[src/rtl/r_ctr_ramp_sequencer.sv]
// ============================================================================
// Module   : r_ctr_ramp_sequencer
// Purpose  : Per-channel resistor-code ramp sequencer with registered R_ctr decode.
// Revision : 1.0 - initial release
// ============================================================================
`default_nettype none

module r_ctr_ramp_sequencer #(
    parameter int N_CH  = 4,
    parameter int DWELL = 16,
    localparam int CH_W = (N_CH > 1) ? $clog2(N_CH) : 1
) (
    input  logic                clk,
    input  logic                rst,
    input  logic                req_valid,
    output logic                req_ready,
    input  logic [CH_W-1:0]     req_ch,
    input  logic [4:0]          req_code,
    output logic                busy,
    output logic                done,
    output logic [N_CH*5-1:0]   cur_code,
    output logic [N_CH*8-1:0]   R_ctr
);

    localparam int CNT_W = (DWELL > 1) ? $clog2(DWELL) : 1;
    localparam logic [4:0]       c_code_off = 5'd31;
    localparam logic [CNT_W-1:0] c_dwell_ld = CNT_W'(DWELL - 1);

    typedef enum logic [1:0] {
        S_IDLE  = 2'd0,
        S_STEP  = 2'd1,
        S_DWELL = 2'd2
    } state_t;

    state_t                 r_state;
    logic [CH_W-1:0]        r_ch;
    logic [4:0]             r_tgt;
    logic [CNT_W-1:0]       r_cnt;
    logic                   r_done;
    logic [N_CH-1:0][4:0]   r_cur;
    logic [N_CH-1:0][7:0]   r_rctr;

    logic [4:0]             w_cur;
    logic [4:0]             w_next;
    logic                   w_wr;
    logic                   w_direct;
    logic                   w_ch_ok;
    logic [4:0]             w_req_norm;

    function automatic logic [3:0] nib(input logic [1:0] s);
        case (s)
            2'd0:    nib = 4'b1110;
            2'd1:    nib = 4'b0101;
            2'd2:    nib = 4'b1101;
            default: nib = 4'b1011;
        endcase
    endfunction

    function automatic logic [7:0] decode(input logic [4:0] c);
        decode = c[4] ? 8'hFF : {nib(c[1:0]), nib(c[3:2])};
    endfunction

    assign req_ready  = (r_state == S_IDLE);
    assign busy       = (r_state != S_IDLE);
    assign done       = r_done;
    assign cur_code   = r_cur;
    assign R_ctr      = r_rctr;
    assign w_ch_ok    = (32'(req_ch) < N_CH);
    assign w_req_norm = req_code[4] ? c_code_off : req_code;

    always_comb begin
        w_cur = c_code_off;
        for (int i = 0; i < N_CH; i++) begin
            if (r_ch == CH_W'(i)) w_cur = r_cur[i];
        end
    end

    // OFF on either side moves in one jump; otherwise a single LSB toward target.
    assign w_direct = w_cur[4] | r_tgt[4];
    assign w_wr     = (r_state == S_STEP) && (w_cur != r_tgt);
    assign w_next   = w_direct ? r_tgt :
                      (r_tgt > w_cur) ? (w_cur + 5'd1) : (w_cur - 5'd1);

    always_ff @(posedge clk or posedge rst) begin
        if (rst) begin
            r_state <= S_IDLE;
            r_ch    <= '0;
            r_tgt   <= c_code_off;
            r_cnt   <= '0;
            r_done  <= 1'b0;
            for (int i = 0; i < N_CH; i++) begin
                r_cur[i]  <= c_code_off;
                r_rctr[i] <= 8'hFF;
            end
        end else begin
            r_done <= 1'b0;
            for (int i = 0; i < N_CH; i++) begin
                if (w_wr && (r_ch == CH_W'(i))) begin
                    r_cur[i]  <= w_next;
                    r_rctr[i] <= decode(w_next);
                end
            end
            case (r_state)
                S_IDLE: begin
                    if (req_valid) begin
                        r_ch  <= req_ch;
                        r_tgt <= w_req_norm;
                        // Out-of-range channels are consumed without effect.
                        if (w_ch_ok) r_state <= S_STEP;
                    end
                end
                S_STEP: begin
                    if ((w_cur == r_tgt) || w_direct) begin
                        r_state <= S_IDLE;
                        r_done  <= 1'b1;
                    end else begin
                        r_cnt   <= c_dwell_ld;
                        r_state <= S_DWELL;
                    end
                end
                S_DWELL: begin
                    if (r_cnt == '0) r_state <= S_STEP;
                    else             r_cnt   <= r_cnt - 1'b1;
                end
                default: r_state <= S_IDLE;
            endcase
        end
    end

endmodule

`default_nettype wire
[config.mk]
export PLATFORM = sky130hd
export DESIGN_NAME = r_ctr_ramp_sequencer
export DESIGN_NICKNAME = d
export VERILOG_FILES = /design/src/rtl/r_ctr_ramp_sequencer.sv
export SDC_FILE = /design/constraint.sdc
export NUM_CORES = 1
export LEC_CHECK = 0
export ABC_AREA = 1
export CORE_MARGIN = 1.5
export CORE_UTILIZATION = 40
export CTS_CLUSTER_SIZE = 12
export DETAILED_ROUTE_END_ITERATION = 10
export PLACE_DENSITY = 0.72
export SETUP_SLACK_MARGIN = 0.4
export SLEW_MARGIN = 20
export SYNTH_ARGS = -nofsm -noshare
export SYNTH_HDL_FRONTEND = slang
export SYNTH_SLANG_ARGS = --single-unit
[constraint.sdc]
create_clock -name clk -period 3.72 [get_ports clk]
set_input_delay 1.116 -clock clk [delete_from_list [all_inputs] [get_ports clk]]
set_output_delay 1.116 -clock clk [all_outputs]
set_load 0.02 [all_outputs]
==> results of run 1 <==
## cells in the mapped netlist, types with 2 or more instances
master and count:
sky130_fd_sc_hd__a21oi_1 9, sky130_fd_sc_hd__a22oi_1 2, sky130_fd_sc_hd__buf_2 2, sky130_fd_sc_hd__clkbuf_1 8, sky130_fd_sc_hd__dfrtp_1 9, sky130_fd_sc_hd__dfstp_2 57, sky130_fd_sc_hd__ha_1 16, sky130_fd_sc_hd__inv_1 49
sky130_fd_sc_hd__inv_2 3, sky130_fd_sc_hd__nand2_1 139, sky130_fd_sc_hd__nand2_2 10, sky130_fd_sc_hd__nand3_1 12, sky130_fd_sc_hd__nand3_2 6, sky130_fd_sc_hd__nand3b_1 2, sky130_fd_sc_hd__nor2_1 25, sky130_fd_sc_hd__nor2_4 2
sky130_fd_sc_hd__nor3_1 3, sky130_fd_sc_hd__o21a_1 4, sky130_fd_sc_hd__o21ai_0 32, sky130_fd_sc_hd__o21ai_1 4, sky130_fd_sc_hd__o22ai_1 2, sky130_fd_sc_hd__or2_2 4
## layout make-up
| class | instances | area, µm² |
|---|---|---|
| clock buffer | 10 | 128 |
| clock inverter | 6 | 138 |
| fill | 691 | 3370 |
| inverter | 53 | 208 |
| multi-input combinational | 282 | 1700 |
| sequential | 66 | 1730 |
| tap | 105 | 131 |
| timing repair buffer | 92 | 851 |
## registers in the layout (all words and copies together), names as in the netlist
| name | cells |
|---|---|
| R_ctr | 32 |
| cur_code | 20 |
| done | 1 |
| r_ch | 2 |
| r_cnt | 4 |
| r_state | 2 |
| r_tgt | 5 |
## worst min path at each step
stage	depth (start not counted)	endpoint	startpoint	slack [ps]
floorplan	2	r_cnt[2]	r_cnt[2]	460
global placement	2	R_ctr[16]	R_ctr[16]	460
detailed placement	2	R_ctr[10]	R_ctr[10]	460
CTS	2	R_ctr[24]	R_ctr[24]	470
global route	2	R_ctr[6]	R_ctr[6]	480
finish	2	R_ctr[24]	R_ctr[24]	470
## stage by stage
step	area (µm²)	setup WS, ps	hold slack (ps)	instances	utilization
3_3_place_gp	4230	291	458	579	0.512
4_1_cts	4680	399	471	608	0.566
5_1_grt	4880	15.3	483	614	0.592
2_1_floorplan	3420	486	465	410	-
3_5_place_dp	4230	194	456	579	0.512
6_report	4880	275	467	614	0.592
## cell families after synthesis
| kind of cell | after synthesis | share of synthesized area |
|---|---|---|
| xor gates and xnor gates | 1 | 0.00256 |
| DFF | 66 | 0.504 |
| buffers and inverters | 63 | 0.0699 |
| adders and majority gates | 17 | 0.0644 |
| AOI/OAI and AO/OA | 57 | 0.0922 |
| and+or+nand+nor | 206 | 0.267 |
## per-layer routing
metal | track usage | vias to the layer above | share of wire
li1 | - | 1478 | -
met1 | 0.296 | 1518 | 0.41
met2 | 0.345 | 144 | 0.48
met3 | 0.0367 | 34 | 0.070
met4 | 0.123 | 0 | 0.039
met5 | 0 | - | 0
## critical path, delay by kind of cell, from the launching register on
| kind | cells | cell delay [ps] |
|---|---|---|
| AND/OR/NAND/NOR | 17 | 1580 |
| adder cells (fa/ha/maj) | 2 | 660 |
| buffers and inverters | 6 | 510 |
| flip-flops | 1 | 470 |
| AO/OA/AOI/OAI | 1 | 150 |
## placed cells by master, fill, tap and decap left out, types with 2 or more instances in the layout
cell	n
sky130_fd_sc_hd__nor2_1	19
sky130_fd_sc_hd__or2_2	4
sky130_fd_sc_hd__ha_1	13
sky130_fd_sc_hd__nor3_1	3
sky130_fd_sc_hd__dfstp_2	57
sky130_fd_sc_hd__nand3_4	4
sky130_fd_sc_hd__buf_4	28
sky130_fd_sc_hd__dfrtp_1	7
sky130_fd_sc_hd__o21a_1	4
sky130_fd_sc_hd__o22ai_1	2
sky130_fd_sc_hd__nor2_4	4
sky130_fd_sc_hd__dfrtp_2	2
sky130_fd_sc_hd__inv_1	45
sky130_fd_sc_hd__o21ai_0	19
sky130_fd_sc_hd__bufinv_16	4
sky130_fd_sc_hd__clkbuf_8	9
sky130_fd_sc_hd__ha_4	3
sky130_fd_sc_hd__nand2_1	126
sky130_fd_sc_hd__o21ai_1	11
sky130_fd_sc_hd__inv_2	5
sky130_fd_sc_hd__inv_4	2
sky130_fd_sc_hd__nand3b_1	2
sky130_fd_sc_hd__a21oi_2	2
sky130_fd_sc_hd__nand3_1	8
sky130_fd_sc_hd__nand2_2	16
sky130_fd_sc_hd__nand3_2	6
sky130_fd_sc_hd__o21ai_2	6
sky130_fd_sc_hd__nor2_2	4
sky130_fd_sc_hd__nand2_4	9
sky130_fd_sc_hd__clkdlybuf4s50_1	64
sky130_fd_sc_hd__a21oi_1	6
## what timing repair did
action / CTS / global route
setup buffers: 12 / 6
gates resized for setup: 22 / 51
gates cloned: 1 / 0
pin swaps: 6 / 11
endpoints found under the setup margin: 36 / 48
==> flow_summary_export.csv, run 1 <==
group,metric,value,unit
route,drcViolationCount,0,
cts,cts_inserted_buffers,9,
place,gpl.final_weighted_congestion,0.898,
cts,root_buffer,"sky130_fd_sc_hd__clkbuf_8",
job,maxCapViolations,0,
cells_and_area,synthToLayoutAreaGrowth,42.8,%
die,io_pins,65,
synth,synth-edff-count,0,
route,drt-initial-drc-count,238,
place,hpwl,6550,µm
route,postRouteWirelength,9970,µm
global_routing,grt_pass1_wl,15000,µm
synth,ys_seq_area_frac,0.504,
route,route.antenna.remaining_nets,0,
route,wire_per_inst,16.2,µm
sta,timing.setup.tns,0,ps
synth,synthDominantCellAreaShare,0.438,
cts,path_clk_slew,80,ps
worst_setup_path,critPathCaptureType,"register",
worst_setup_path,endpoint_of_the_lowest_slack_register_to_register_path,"R_ctr[11]",
route,dr.pass1.iters,5,
cts,cts-root-to-sink-buffers,2,
cts,clock_sink_count,66,
synth,synth.distinct_cells,32,
route,route.detailed.vias_per_inst,5.17,
worst_setup_path,path_common_cell,"sky130_fd_sc_hd__nand2_2",
sta,worst_clock_skew,10.9,ps
synth,postSynth.asyncResetShare,1.00,
sta,setup-violations-final,0,
worst_setup_path,cp.arrival,3720,ps
route,dr_total_vias,3174,
global_routing,grt_overflow_total,0,
global_routing,grt_use_total,0.222,
synth,post_synth_instance_area,0.00342,mm²
synth,yosys_most_used_dff,"sky130_fd_sc_hd__dfstp_2",
global_routing,grt_max_degree,67,
worst_setup_path,reg2reg_depth,26,
die,floorplan.die_area,0.00911,mm²
sta,finalMaxSlewViolations,0,
sta,maxSlewHeadroom,0.458,
place,port_buffers,64,
worst_setup_path,critical-path-max-stage-delay,470,ps
synth,synthCells,410,
sta,final_hold_viol_count,0,
synth,synth_top_cells_by_area,"sky130_fd_sc_hd__dfstp_2 44%, sky130_fd_sc_hd__nand2_1 15%, sky130_fd_sc_hd__dfrtp_1 6.6%",
worst_setup_path,worst_path_max_delay_cell,"sky130_fd_sc_hd__dfrtp_2",
synth,synth_top_cell_by_area,"sky130_fd_sc_hd__dfstp_2",
worst_setup_path,start_kind,"register",
die,die_w,95.5,µm
global_routing,first_global_vias,3043,
worst_setup_path,timing.critical_path.to,"R_ctr[11]",
die,floorplan.core_area,0.00826,mm²
cells_and_area,final_net_count,531,
die,die_y_extent,95.5,µm
global_routing,antenna_found_initial,0,
sta,tightest_slew,812,ps
sta,fmax,0.290,GHz
worst_setup_path,worstSetupPathType,"reg2reg",
cells_and_area,num_antenna_cells,0,
sta,grt_setup_unrepaired,"yes",
outcome,result_of_the_run,"complete, no violations",
worst_setup_path,reg2reg_slack,280,ps
sta,period_minus_slack,3440,ps
synth,yosys_warnings,0,
cts,h_tree_levels,3,
worst_hold_path,hp-class,"reg2reg",
die,start_util,0.414,
worst_setup_path,required,3990,ps
cts,clock_insertion_delay_worst_skew,340,ps
synth,post_syn_nets,437,
synth,ys_seq_elements,66,
synth,avgSynthCellArea,8.34,µm²
die,placementRows,33,
cts,holdBufCountCts,0,
cells_and_area,drive_above_1_share,0.340,
worst_setup_path,critPathLaunch,"r_ch[0]",
worst_setup_path,critical_path.max_fanout,7,
cts,cts_tree,"yes",
sta,timing.final.crit_share,0.926,
worst_setup_path,timing.rr.start,"r_ch[0]",
Power of run 1 is not shown: default switching activity piles up to over one toggle a cycle in this logic, so the estimate is an artifact.
==> run 2, diff against run 1 <==
Settings changed: CELL_PAD_IN_SITES_DETAIL_PLACEMENT set to 1, CELL_PAD_IN_SITES_GLOBAL_PLACEMENT set to 2, CORE_UTILIZATION 40 to 31, PLACE_DENSITY 0.72 to 0.89, SKIP_LAST_GASP set to 1.
==> run 2 against run 1 <==
Compared with the run above: core utilization decreased by 11 points; sequential share of layout area decreased by 1.9 points; routed wire length increased by 22%; global-route usage decreased by 2.0 points; sequential cell count unchanged; cell count increased by 6.5%; setup slack got worse by 200 ps; clock-buffer cell count unchanged; non-clock buffer count increased by 5; final area increased by 5.7%.
==> flow_summary_export.csv, run 2 (synthesis gave the netlist of run 1 again) <==
group,metric,value,unit
route,route.antenna.remaining_nets,0,
cts,cts-root-to-sink-buffers,2,
worst_setup_path,cp.arrival,3920,ps
sta,grt_setup_unrepaired,"yes",
worst_setup_path,critPathCaptureType,"register",
sta,tightest_slew,834,ps
cells_and_area,final_cell_mix,"112 x sky130_fd_sc_hd__nand2_1, 64 x sky130_fd_sc_hd__clkdlybuf4s50_1, 57 x sky130_fd_sc_hd__dfstp_2",
worst_setup_path,reg2reg_slack,70,ps
global_routing,first_global_vias,3350,
route,drt-initial-drc-count,126,
cells_and_area,max_reg_flops,32,
place,port_buffers,64,
cells_and_area,final_net_count,536,
cells_and_area,fillers,1231,
cts,root_buffer,"sky130_fd_sc_hd__clkbuf_8",
cts,cts_inserted_buffers,9,
worst_setup_path,reg2reg_depth,28,
die,die_y_extent,108,µm
route,wire_per_inst,18.6,µm
worst_setup_path,worstSetupPathType,"reg2reg",
worst_setup_path,endpoint_of_the_lowest_slack_register_to_register_path,"R_ctr[11]",
sta,period_minus_slack,3650,ps
cells_and_area,synthToLayoutAreaGrowth,51.0,%
worst_hold_path,number_of_cells_on_the_worst_hold_path,2,
die,start_util,0.317,
outcome,result_of_the_run,"complete, no violations",
place,hpwl,7650,µm
sta,worst_clock_skew,7.83,ps
cells_and_area,multi_input_comb_area,0.00185,mm²
cts,cts_tree,"yes",
place,gpl.final_weighted_congestion,0.913,
worst_setup_path,critical_path.max_fanout,6,
global_routing,grt_pass1_wl,17900,µm
sta,fmax,0.274,GHz
route,route.detailed.vias_per_inst,4.89,
cells_and_area,layout.area.seq,0.00173,mm²
global_routing,globalRouteMet1Util,0.260,
global_routing,grt_max_degree,67,
sta,final.hold.worst_slack,477,ps
sta,finalMaxSlewViolations,0,
sta,timing.final.crit_share,0.980,
cts,clock_insertion_delay_worst_skew,350,ps
route,dr_total_vias,3201,
global_routing,globalRoute.busiestLayer,"met2",
cts,path_clk_slew,80,ps
cells_and_area,num_antenna_cells,0,
worst_setup_path,required,4000,ps
global_routing,antenna_found_initial,0,
sta,final_hold_viol_count,0,
die,io_pins,65,
route,dr.pass1.iters,4,
die,floorplan.die_area,0.0117,mm²
route,postRouteWirelength,12200,µm
die,die_w,108,µm
worst_setup_path,worst_path_max_delay_cell,"sky130_fd_sc_hd__dfrtp_2",
sta,setup-violations-final,0,
route,drcViolationCount,0,
global_routing,global_route.usage.met3,0.0344,
worst_hold_path,hp-start,"R_ctr[15]",
cts,clock_sink_count,66,
global_routing,grt_use_total,0.203,
die,floorplan.core_area,0.0108,mm²
die,placementRows,38,
job,maxCapViolations,0,
worst_setup_path,path_common_cell,"sky130_fd_sc_hd__nand2_2",
global_routing,grt_overflow_total,0,
cells_and_area,drive_above_1_share,0.401,
worst_setup_path,timing.rr.start,"r_ch[0]",
cts,h_tree_levels,3,
worst_setup_path,critical-path-max-stage-delay,480,ps
global_routing,grt_use_met2,0.356,
cts,holdBufCountCts,0,
cells_and_area,mostFrequentLayoutCell,"sky130_fd_sc_hd__nand2_1",
worst_setup_path,start_kind,"register",
worst_hold_path,hp-class,"reg2reg",
sta,maxSlewHeadroom,0.444,
worst_hold_path,min_to,"R_ctr[15]",
-- run 2: cell count changes in the layout (fill, tap and decap cells not counted), moves of 3 or more --
cell / before / now
sky130_fd_sc_hd__buf_6: 0 / 12
sky130_fd_sc_hd__inv_1: 45 / 42
sky130_fd_sc_hd__nand2_1: 126 / 112
sky130_fd_sc_hd__nand2_2: 16 / 25
sky130_fd_sc_hd__o21ai_1: 11 / 5
sky130_fd_sc_hd__buf_4: 28 / 20
sky130_fd_sc_hd__o21ai_2: 6 / 12
sky130_fd_sc_hd__inv_2: 5 / 8
sky130_fd_sc_hd__nand2_8: 1 / 4
-- run 2: how the worst max path moves through the flow --
stage | startpoint | endpoint | slack, ps
global placement | r_ch[0] | R_ctr[18] | 90
CTS | r_ch[0] | R_ctr[19] | 390
detailed placement | r_ch[0] | R_ctr[17] | -10
finish | r_ch[0] | R_ctr[11] | 70
floorplan | cur_code[1] | R_ctr[17] | 490
global route | r_ch[0] | R_ctr[11] | -140
-- run 2: critical path, delay by kind of cell, from the launching register on --
kind                       cells  cell delay [ps]
adders and majority gates      2              680
buffers and inverters          6              420
and+or+nand+nor               17             1480
AOI/OAI and AO/OA              3              500
DFF                            1              480
-- run 2: metrics by stage --
step | utilization | instance area (µm²) | TNS [ps] | worst slack [ps] | instances
5_1_grt | 0.478 | 5160 | -2860 | -137 | 654
2_1_floorplan | - | 3420 | 0 | 486 | 410
4_1_cts | 0.450 | 4860 | 0 | 389 | 645
3_5_place_dp | 0.394 | 4260 | -23.5 | -12.9 | 612
3_3_place_gp | 0.394 | 4260 | 0 | 90.6 | 612
6_report | 0.478 | 5160 | 0 | 73.6 | 654
-- run 2: layer usage --
layer	wire length [µm]	part of all wire	vias to the layer above
met5	0	0	-
met4	234	0.019	0
met3	345	0.028	19
met2	6490	0.53	56
met1	5130	0.42	1634
li1	-	-	1492
-- run 2: area by class of cell --
type / instances / area share
clock buffers: 10 / 0.0247
inverters: 53 / 0.0397
repair buffers: 97 / 0.183
well taps: 140 / 0.0339
multi-input cells: 282 / 0.357
clock inverters: 6 / 0.0267
flip-flops and latches: 66 / 0.334
-- run 2: what timing repair did --
action,CTS,global route
resized for setup,54,70
gates cloned,1,0
pin swaps,18,32
endpoints found under the setup margin,43,43
buffers inserted,16,9
Power of run 2 is left out for the same reason.
==> run 3, diff against run 2 <==
Settings changed: CTS_CLUSTER_SIZE 12 to 28.
==> results of run 3 <==
The final DEF is identical to that of run 2; final timing and power are the same.
Power of run 3 is left out for the same reason.
